**src/rtl/vga_timing_gen.sv**
```systemverilog
// VGA raster timing generator with a one-cycle-latency pixel fetch.
// Outputs hsync/vsync/blank_n/colour mutually aligned, two enabled cycles behind px_*.
// Optional build macro VGA_PATTERN_EN adds internal 8-bar colour pattern on pattern_sel.
module vga_timing_gen #(
   parameter int unsigned H_ACTIVE = 640,
   parameter int unsigned H_FP     = 16,
   parameter int unsigned H_SYNC   = 96,
   parameter int unsigned H_BP     = 48,
   parameter int unsigned V_ACTIVE = 480,
   parameter int unsigned V_FP     = 10,
   parameter int unsigned V_SYNC   = 2,
   parameter int unsigned V_BP     = 33,
   parameter bit          SYNC_POL = 1'b0
) (
   input  logic       clk,
   input  logic       rst_n,
   input  logic       en,
   input  logic       pattern_sel,
   output logic [9:0] px_x,
   output logic [9:0] px_y,
   output logic       px_valid,
   input  logic [7:0] pix_r,
   input  logic [7:0] pix_g,
   input  logic [7:0] pix_b,
   output logic [7:0] reg_r,
   output logic [7:0] reg_g,
   output logic [7:0] reg_b,
   output logic       hsync,
   output logic       vsync,
   output logic       blank_n,
   output logic       frame_start
);

   localparam int unsigned H_TOTAL = H_ACTIVE + H_FP + H_SYNC + H_BP;
   localparam int unsigned V_TOTAL = V_ACTIVE + V_FP + V_SYNC + V_BP;

   localparam logic [9:0] H_LAST = 10'(H_TOTAL - 1);
   localparam logic [9:0] V_LAST = 10'(V_TOTAL - 1);
   localparam logic [9:0] H_ACT  = 10'(H_ACTIVE);
   localparam logic [9:0] V_ACT  = 10'(V_ACTIVE);
   localparam logic [9:0] H_SS   = 10'(H_ACTIVE + H_FP);
   localparam logic [9:0] H_SE   = 10'(H_ACTIVE + H_FP + H_SYNC);
   localparam logic [9:0] V_SS   = 10'(V_ACTIVE + V_FP);
   localparam logic [9:0] V_SE   = 10'(V_ACTIVE + V_FP + V_SYNC);

   logic [9:0] h_cnt_q, h_cnt_d;
   logic [9:0] v_cnt_q, v_cnt_d;
   logic       act_raw, hs_raw, vs_raw;

   // Stage 1 companions of px_*
   logic s1_hs_q, s1_vs_q;
   // Delay stage: lines up with pix_* returned by the source
   logic s2_act_q, s2_hs_q, s2_vs_q, s2_fs_q;

   // Raster counters next state: line wrap bumps v_cnt on the same edge
   always_comb begin
      h_cnt_d = h_cnt_q + 10'd1;
      v_cnt_d = v_cnt_q;
      if (h_cnt_q == H_LAST) begin
         h_cnt_d = '0;
         v_cnt_d = (v_cnt_q == V_LAST) ? '0 : v_cnt_q + 10'd1;
      end
   end

   // Raw active/sync decode from the counters
   always_comb begin
      act_raw = (h_cnt_q < H_ACT) && (v_cnt_q < V_ACT);
      hs_raw  = (h_cnt_q >= H_SS) && (h_cnt_q < H_SE);
      vs_raw  = (v_cnt_q >= V_SS) && (v_cnt_q < V_SE);
   end

   // Counter registers
   always_ff @(posedge clk or negedge rst_n) begin
      if (!rst_n) begin
         h_cnt_q <= '0;
         v_cnt_q <= '0;
      end else if (en) begin
         h_cnt_q <= h_cnt_d;
         v_cnt_q <= v_cnt_d;
      end
   end

   // Stage 1: pixel request plus delayed sync levels
   always_ff @(posedge clk or negedge rst_n) begin
      if (!rst_n) begin
         px_x     <= '0;
         px_y     <= '0;
         px_valid <= 1'b0;
         s1_hs_q  <= 1'b0;
         s1_vs_q  <= 1'b0;
      end else if (en) begin
         px_x     <= h_cnt_q;
         px_y     <= v_cnt_q;
         px_valid <= act_raw;
         s1_hs_q  <= hs_raw;
         s1_vs_q  <= vs_raw;
      end
   end

   // Delay stage: wait out the source's one-cycle read latency
   always_ff @(posedge clk or negedge rst_n) begin
      if (!rst_n) begin
         s2_act_q <= 1'b0;
         s2_hs_q  <= 1'b0;
         s2_vs_q  <= 1'b0;
         s2_fs_q  <= 1'b0;
      end else if (en) begin
         s2_act_q <= px_valid;
         s2_hs_q  <= s1_hs_q;
         s2_vs_q  <= s1_vs_q;
         s2_fs_q  <= px_valid && (px_x == 10'd0) && (px_y == 10'd0);
      end
   end

`ifdef VGA_PATTERN_EN
   localparam logic [9:0] BAR_W = 10'(H_ACTIVE / 8);

   logic       s2_pat_q;
   logic [2:0] s2_bar_q;
   logic [2:0] bar_idx;

   // Bar index of the stage-1 column
   always_comb begin
      bar_idx = 3'(px_x / BAR_W);
   end

   // Pattern select and bar travel with the request, sampled at stage 1
   always_ff @(posedge clk or negedge rst_n) begin
      if (!rst_n) begin
         s2_pat_q <= 1'b0;
         s2_bar_q <= '0;
      end else if (en) begin
         s2_pat_q <= pattern_sel;
         s2_bar_q <= bar_idx;
      end
   end
`else
   logic unused_pattern_sel;
   assign unused_pattern_sel = pattern_sel;
`endif

   // Stage 2: colour is forced to zero outside the active area
   always_ff @(posedge clk or negedge rst_n) begin
      if (!rst_n) begin
         reg_r       <= '0;
         reg_g       <= '0;
         reg_b       <= '0;
         hsync       <= ~SYNC_POL;
         vsync       <= ~SYNC_POL;
         blank_n     <= 1'b0;
         frame_start <= 1'b0;
      end else if (en) begin
         if (!s2_act_q) begin
            reg_r <= '0;
            reg_g <= '0;
            reg_b <= '0;
`ifdef VGA_PATTERN_EN
         end else if (s2_pat_q) begin
            reg_r <= {8{~s2_bar_q[1]}};
            reg_g <= {8{~s2_bar_q[2]}};
            reg_b <= {8{~s2_bar_q[0]}};
`endif
         end else begin
            reg_r <= pix_r;
            reg_g <= pix_g;
            reg_b <= pix_b;
         end
         hsync       <= SYNC_POL ? s2_hs_q : ~s2_hs_q;
         vsync       <= SYNC_POL ? s2_vs_q : ~s2_vs_q;
         blank_n     <= s2_act_q;
         frame_start <= s2_fs_q;
      end
   end

endmodule

```
**config.mk**
```make
export PLATFORM = sky130hd
export DESIGN_NAME = vga_timing_gen
export DESIGN_NICKNAME = d
export VERILOG_FILES = /design/src/rtl/vga_timing_gen.sv
export SDC_FILE = /design/constraint.sdc
export NUM_CORES = 1
export LEC_CHECK = 0
export ABC_AREA = 1
export CORE_UTILIZATION = 50
export CTS_CLUSTER_DIAMETER = 40
export CTS_CLUSTER_SIZE = 28
export DETAILED_ROUTE_END_ITERATION = 8
export HOLD_SLACK_MARGIN = 0.05
export PLACE_DENSITY = 0.83
export REMOVE_ABC_BUFFERS = 1
export SLEW_MARGIN = 20
export SYNTH_ARGS = -nofsm -noshare
export SYNTH_HDL_FRONTEND = slang
export SYNTH_SLANG_ARGS = --single-unit
export TNS_END_PERCENT = 50
```
**constraint.sdc**
```tcl
create_clock -name clk -period 1.8 [get_ports clk]
set_clock_uncertainty 0.1 [all_clocks]
set_input_delay 0.36 -clock clk [delete_from_list [all_inputs] [get_ports clk]]
set_output_delay 0.36 -clock clk [all_outputs]
set_load 0.01 [all_outputs]
```
# [After elaboration in Yosys (flattened, before gate mapping)]
# Index checks and enable logic that the tools add are counted.
[classes] add_sub_neg=2 mul=0 div_mod_pow=0 n_lt_le_gt_ge=6 n_eq_ne=2 shifts=0 mux=5 bitwise_logic=2 n_reduce_logical=8
[ops] op="$mux 8" count=3
[ops] op="$add 10x1->10 const B" count=2
[ops] op="$eq 10x10->1 const B" count=2
[ops] op="$logic_not 10->1" count=2
[ops] op="$lt 10x10->1 const B" count=2
[ops] op="$lt 10x9->1 const B" count=2
[ops] op="$mux 10" count=2
[ops] op="$ge 10x10->1 const B" count=1
[ops] op="$ge 10x9->1 const B" count=1
[ops] op="$logic_and 1x1->1" count=5
[ops] op="$not 1->1" count=2
[ops] op="$reduce_and 2->1" count=1
[totals] register_bits=75 latchBits=0 ram_bits=0 rom_bits=0 output_inout_bits=49 n_memories=0

# [Longest topological paths before layout]
# Gate-level depths: netlist of run 1.
[logic_depth] ltp_word=3 ltp_mapped=7 mapped_depth_nobuf=7

# [Least setup slack after synthesis of run 1]
# OpenSTA, ideal clock, no wires.
[synth_timing] path_type="flip-flop to flip-flop" start="reg h_cnt_q[1]" end="reg v_cnt_q[6]" t_arrival_ns=1.147 required_ns=1.581 setup_slack_ns=0.435 path_stages_with_launch=8 path_buffers=1 synth_period_minus_slack_ns=1.365 cell_sequence="dfrtp_1 -> ha_1 -> inv_1 -> nor2_4 -> nand4_4 -> buf_6 -> nand2_1 -> o21ai_2"
[synth_via] elab_chain_len=2
[synth_rtl] item="from (decl)" line="46" rtl="logic [9:0] h_cnt_q, h_cnt_d;"
[synth_rtl] item="from (signal assigned)" line="78" rtl="h_cnt_q <= h_cnt_d;"
[synth_rtl] item="$eq 10x10->1" line="59" rtl="if (h_cnt_q == H_LAST) begin"
[synth_rtl] item="$reduce_and 2->1 (no line)"
[synth_rtl] item="to (signal assigned)" line="79" rtl="v_cnt_q <= v_cnt_d;"
[synth_rtl] item="to (decl)" line="47" rtl="logic [9:0] v_cnt_q, v_cnt_d;"
# No other way between the ends.
# A chain may end at the register's enable or synchronous reset.

# [Final worst setup path of run 1]
[layout_timing] start="reg frame_start" end="out frame_start"
[layout_lines] item="from (decl)" line="31" rtl="output logic frame_start"
[layout_lines] item="from (signal assigned)" line="171" rtl="frame_start <= s2_fs_q;"
# No word-level cell between the ends.

==> results of run 1 <==
-- layout make-up --
class / instances / area, µm² / area share (%)
Clock inverter: 3 / 40.0 / 0.909
Inverter: 44 / 165 / 3.75
Multi-Input combinational cell: 256 / 1230 / 28.0
Timing Repair Buffer: 83 / 843 / 19.1
Sequential cell: 75 / 1880 / 42.7
Tap cell: 77 / 96.3 / 2.19
Clock buffer: 13 / 149 / 3.38
-- per-stage QoR --
stage                     power, mW  setup WS, ns  util (%)  hold slack [ns]  instances
after global placement         2.80         0.253      65.5            0.214        534
after CTS                      4.09        0.0103      68.5            0.316        551
after floorplan                2.37         0.400         -          -0.0356        375
final                          4.06        0.0633      68.6            0.321        551
after global routing           4.25       0.00763      68.6            0.336        551
after detailed placement       2.83         0.203      65.5            0.221        534
-- power groups by stage --
stage               Clock [mW]  Sequential (mW)  Combinational (mW)
CTS                       1.28             2.03               0.787
floorplan                    0             2.08               0.285
detailed placement           0             2.06               0.779
global placement             0             2.05               0.752
finish                    1.26             2.02               0.778
global route              1.35             2.05               0.857
-- flip-flops by register name, summed over array words and instances (netlist names), 8 cells and up --
register	flops
reg_g	8
px_x	10
reg_b	8
v_cnt_q	10
reg_r	8
px_y	10
h_cnt_q	10
-- cell usage after synthesis --
cell type / number / area share (%)
buf_4: 1 / 0.22
nand3_1: 38 / 5.7
nor2_4: 3 / 1.0
o21ai_1: 4 / 0.60
a21oi_1: 1 / 0.15
o21ai_2: 2 / 0.52
inv_1: 43 / 4.8
nand2_2: 1 / 0.19
o31ai_1: 1 / 0.22
nand2_1: 127 / 14
inv_2: 1 / 0.11
clkbuf_1: 7 / 0.78
dfrtp_1: 73 / 54
mux2_2: 1 / 0.34
buf_6: 1 / 0.34
buf_1: 1 / 0.11
nand4_4: 1 / 0.63
nor3_1: 6 / 0.89
xnor2_1: 1 / 0.26
o21ai_0: 27 / 4.0
nand3b_1: 1 / 0.22
nor2_2: 3 / 0.56
nand3_2: 1 / 0.30
xor2_1: 7 / 1.8
dfstp_2: 2 / 1.6
nor2_1: 19 / 2.1
ha_1: 4 / 1.5
nand4_1: 8 / 1.5
buf_2: 7 / 1.0
-- repair_timing --
item	CTS	global route
gates resized for setup	2	2
gates cloned	0	0
buffers inserted	0	0
endpoints found under the setup margin	2	2
hold buffers	1	0
endpoints found under the hold margin	13	0
-- cells by family after synthesis --
| kind of cell | synth area share [%] |
|---|---|
| and+or+nand+nor | 27.3 |
| DFF | 55.9 |
| buffers and inverters | 7.41 |
| AOI/OAI and AO/OA | 5.51 |
| xor gates and xnor gates | 2.08 |
| adders and majority gates | 1.49 |
| muxes | 0.335 |
-- worst max-delay path by stage --
stage | from | endpoint | depth (start not counted)
floorplan | h_cnt_q[1] | v_cnt_q[7] | 6
global placement | h_cnt_q[1] | v_cnt_q[8] | 6
detailed placement | h_cnt_q[1] | v_cnt_q[7] | 6
CTS | px_valid | px_valid | 1
global route | h_cnt_q[1] | v_cnt_q[7] | 6
finish | frame_start | frame_start | 1
-- layer usage --
layer / track usage (%) / share of wire [%]
met5: 0 / 0
met4: 8.62 / 0.94
met3: 5.84 / 6.6
met2: 40.0 / 49
met1: 28.4 / 43
==> metrics.yaml, run 1 <==
numClockSinks: 75
slew_viol_final: 0
drc: 30
min_path_cells: 3
clk_path_buf_depth: 2
rr_startpoint: "h_cnt_q[1]"
fin_crit_sh_pct: 96.5
hpwl_um: 5570
drive_gt1_share_pct: 7.81
fin_area_um2: 4410
r2r_setup_slack_ns: 0.19
cp.arrival_ns: 1.28
layout_common_cells: "nand2_1 (127), dfrtp_1 (73), clkdlybuf4s50_1 (69)"
core-area_um2: 6420
synth-seq-cells: 75
cp_slowest_stage_delay_ns: 0.57
hold_viol: 0
p_sw_share_pct: 27.9
root_buffer: "clkbuf_8"
drv_cap: 0
syn_area_um2: 3360
worst_path_dominant_cell_family: "buffers and inverters"
status: "finished with violations"
setup_violations: 0
viasPerCell: 5.19
powerDensity_nw_per_um2: 922
avgSynthCellArea_um2: 8.57
htree_levels: 3
avgRoutedWirePerCell_um: 14.0
hold_end: "px_x[1]"
syn2layout_area_growth_pct: 31.1
first_iter_violations: 176
grt_max_degree: 36
max_clock_freq_ghz: 0.576
rsz0062_at_grt: "false"
fp.dieW_um: 84.0
internal_power_mw: 2.93
cts_made_buffers: 9
timing.rr.end: "v_cnt_q[7]"
irDropWorstVdd_mv: 0.379
antenna_found_initial: 0
nFillCells: 489
cts_tree: "done"
gr-total-overflow: 0
path_cells: "clkdlybuf4s50_1"
globalplace.congestion: 0.898
hold_start: "en"
synth.distinct_cells: 29
combinationalPowerShare_pct: 19.2
final_antenna_net_count: 0
nets: 501
worstSkewPairLatency_ns: 0.35
crit_required_ns: 1.34
leakage_nw: 2.16
ys_warn_count: 0
die_area_um2: 7050
place_area_um2: 4200
syn_inst: 392
vias: 2861
slew_headroom_pct: 46.1
worst-path-max-fanout: 2
worstMarginPinSlew_ns: 0.808
final_common_cell: "nand2_1"
track_usage_pct: 23.3
n_antenna_cell: 0
cp_slowest_cell: "clkdlybuf4s50_1"
violations: "design-rule violations"
top_level_ports: 77
initial_core_util_pct: 52.3
grt_pass1_vias: 2884
grt_pass1_wl_um: 12900
pwr-share-clk_pct: 31.0
clkTransAtPathRegs_ns: 0.07
critPathCaptureType: "primary output"
crit_buf_inv: 1
p_switching_mw: 1.13
tns_ns: 0
hold_class: "input port to flip-flop"
row_count: 29
routed_wl_um: 7690
worstSetupPathType: "flip-flop to primary output"
fin_crit_ns: 1.74
drt-pass1-iter-count: 7
p_seq_share_pct: 49.8
die_y_um: 84.0
ys_seq_area_share_pct: 55.9
crit_path_start_kind: "flip-flop"
portBuffers: 75
rr_worst_depth: 7
No activity file was read; power rests on OpenSTA's default activity.
==> inputs of run 2 (changes only) <==
Settings changed: ABC_AREA 1 to not set, GPL_ROUTABILITY_DRIVEN set to 0.
==> metrics.yaml, run 2 <==
crit_path_start_kind: "flip-flop"
synth-async-reset-ratio_pct: 100
yosysTopAreaCell: "dfrtp_1"
slew_viol_final: 0
hold_class: "flip-flop to flip-flop"
slew_headroom_pct: 48.4
root_buffer: "clkbuf_8"
worstSetupPathType: "flip-flop to primary output"
gr-total-overflow: 0
synth.distinct_cells: 44
ys_seq_area_share_pct: 57.3
drt-pass1-iter-count: 4
path_cells: "clkdlybuf4s50_1"
finalPower_mw: 3.99
p_seq_share_pct: 49.0
final_common_cell: "dfrtp_1"
ys_warn_count: 0
grt_pass1_wl_um: 12000
nets: 407
viasPerCell: 5.39
multi_input_area_um2: 1190
core-area_um2: 6350
p_sw_share_pct: 23.9
powerDensity_nw_per_um2: 910
row_count: 29
yosys.cell_count.top_type: "dfrtp_1"
syn_area_um2: 3280
synth-seq-cells: 75
cp.arrival_ns: 1.29
use_met3_pct: 5.37
routed_wl_um: 6920
clk_path_buf_depth: 2
status: "completed"
htree_levels: 3
cp_slowest_stage_delay_ns: 0.57
p_switching_mw: 0.953
pwr-share-clk_pct: 38.7
rr_worst_depth: 5
track_usage_pct: 22.0
layout_common_cells: "dfrtp_1 (73), clkdlybuf4s50_1 (71), inv_1 (35)"
grt_max_degree: 76
combinationalPowerShare_pct: 12.3
hold_end: "hsync"
ff_latch_area_um2: 1880
timing.rr.end: "v_cnt_q[9]"
fp.dieW_um: 83.0
gr-usage-met1_pct: 31.4
worstMarginPinSlew_ns: 0.774
tns_ns: 0
n_antenna_cell: 0
avgRoutedWirePerCell_um: 15.1
nFillCells: 421
synthTopCellsByArea: "dfrtp_1 (56%), mux2_2 (9.3%), nand3_1 (4.7%)"
worstSkewPairLatency_ns: 0.34
portBuffers: 75
hpwl_um: 4690
grt-busiest-layer: "met2"
place_inst: 439
r2r_setup_slack_ns: 0.13
synthTopCellsByCount: "dfrtp_1 (73), inv_1 (35), nand3_1 (31)"
final_antenna_net_count: 0
crit_required_ns: 1.34
worst-path-max-fanout: 3
leakage_nw: 1.90
synth_top_area_share_pct: 55.7
die_y_um: 83.0
clkTransAtPathRegs_ns: 0.07
max_clock_freq_ghz: 0.571
first_iter_violations: 134
stdcell_count: 457
fin_crit_ns: 1.75
internal_power_mw: 3.03
fin_crit_sh_pct: 97.3
drive_gt1_share_pct: 16.8
vias: 2461
use_met2_pct: 33.5
numClockSinks: 75
critPathCaptureType: "primary output"
cp_slowest_cell: "clkdlybuf4s50_1"
avgSynthCellArea_um2: 11.2
antenna_found_initial: 0
holdWs_ns: 0.316
drc: 0
drv_cap: 0
min_path_cells: 1
synth_flop_cell: "dfrtp_1"
crit_buf_inv: 1
hold_viol: 0
syn_inst: 292
top_level_ports: 77
hold_start: "s2_hs_q"
irDropWorstVdd_mv: 0.577
grt_pass1_vias: 2421
rr_startpoint: "h_cnt_q[1]"
cts_tree: "done"
initial_core_util_pct: 51.6
worst_path_dominant_cell_family: "buffers and inverters"
synth_edf_count: 0
syn2layout_area_growth_pct: 33.5
setup_violations: 0
die_area_um2: 6890
cts_made_buffers: 9
rsz0062_at_grt: "false"
-- run 2: cell count changes after synthesis, moves of 5 or more --
cell and change:
inv_1 -8, mux2_2 +26, nand2_1 -119, nand3_1 -7
nor2_1 -13, nor4_1 +5, xnor2_1 +7
-- run 2: metrics by stage --
stage	setup WS, ns	utilization (%)	area (µm²)
detailed placement	0.0885	64.8	4120
finish	0.0484	68.9	4380
CTS	0.0231	68.8	4370
global placement	0.127	64.8	4120
floorplan	0.244	-	3190
global route	0.00597	68.9	4380
-- run 2: worst max path at each step --
stage / cells after the start / from / to / slack, ns
2_1_floorplan: 4 / h_cnt_q[6] / v_cnt_q[3] / 0.24
3_3_place_gp: 5 / h_cnt_q[1] / v_cnt_q[3] / 0.13
3_5_place_dp: 6 / v_cnt_q[1] / v_cnt_q[3] / 0.09
4_1_cts: 6 / v_cnt_q[1] / v_cnt_q[3] / 0.02
5_1_grt: 1 / px_x[8] / px_x[8] / 0.006
6_report: 1 / px_x[8] / px_x[8] / 0.05
-- run 2: routing by layer --
layer / vias to the layer above / wire length [µm]
li1: 1170 / -
met5: - / 0
met2: 84 / 3190
met1: 1199 / 3260
met3: 8 / 400
met4: 0 / 73
-- run 2: cell type report --
| type | instances | share of cell area, % |
|---|---|---|
| well taps | 77 | 2.20 |
| flip-flops and latches | 75 | 42.9 |
| multi-input cells | 167 | 27.1 |
| clock buffers | 11 | 3.23 |
| repair buffers | 87 | 19.3 |
| inverters | 35 | 3.00 |
| clock inverters | 5 | 2.29 |
-- run 2: cells by family after synthesis --
kind of cell | synth area share (%)
AOI/OAI and AO/OA | 6.94
xor gates and xnor gates | 2.94
adders and majority gates | 1.53
buffers and inverters | 6.64
DFF | 57.3
muxes | 10.5
and+or+nand+nor | 14.2
-- run 2: timing repair --
action,in CTS,in global routing
endpoints found under the setup margin,2,10
pin swaps,0,1
hold buffers,1,0
hold endpoints to repair,73,0
buffers inserted,0,1
gates resized for setup,2,2
-- run 2: power groups by stage --
stage          registers (mW)  logic [mW]  clock network, mW
2_1_floorplan            1.98       0.172                  0
3_3_place_gp             1.97       0.471                  0
3_5_place_dp             1.99       0.486                  0
4_1_cts                  1.95       0.493               1.56
5_1_grt                  1.98       0.531               1.63
6_report                 1.95       0.488               1.54
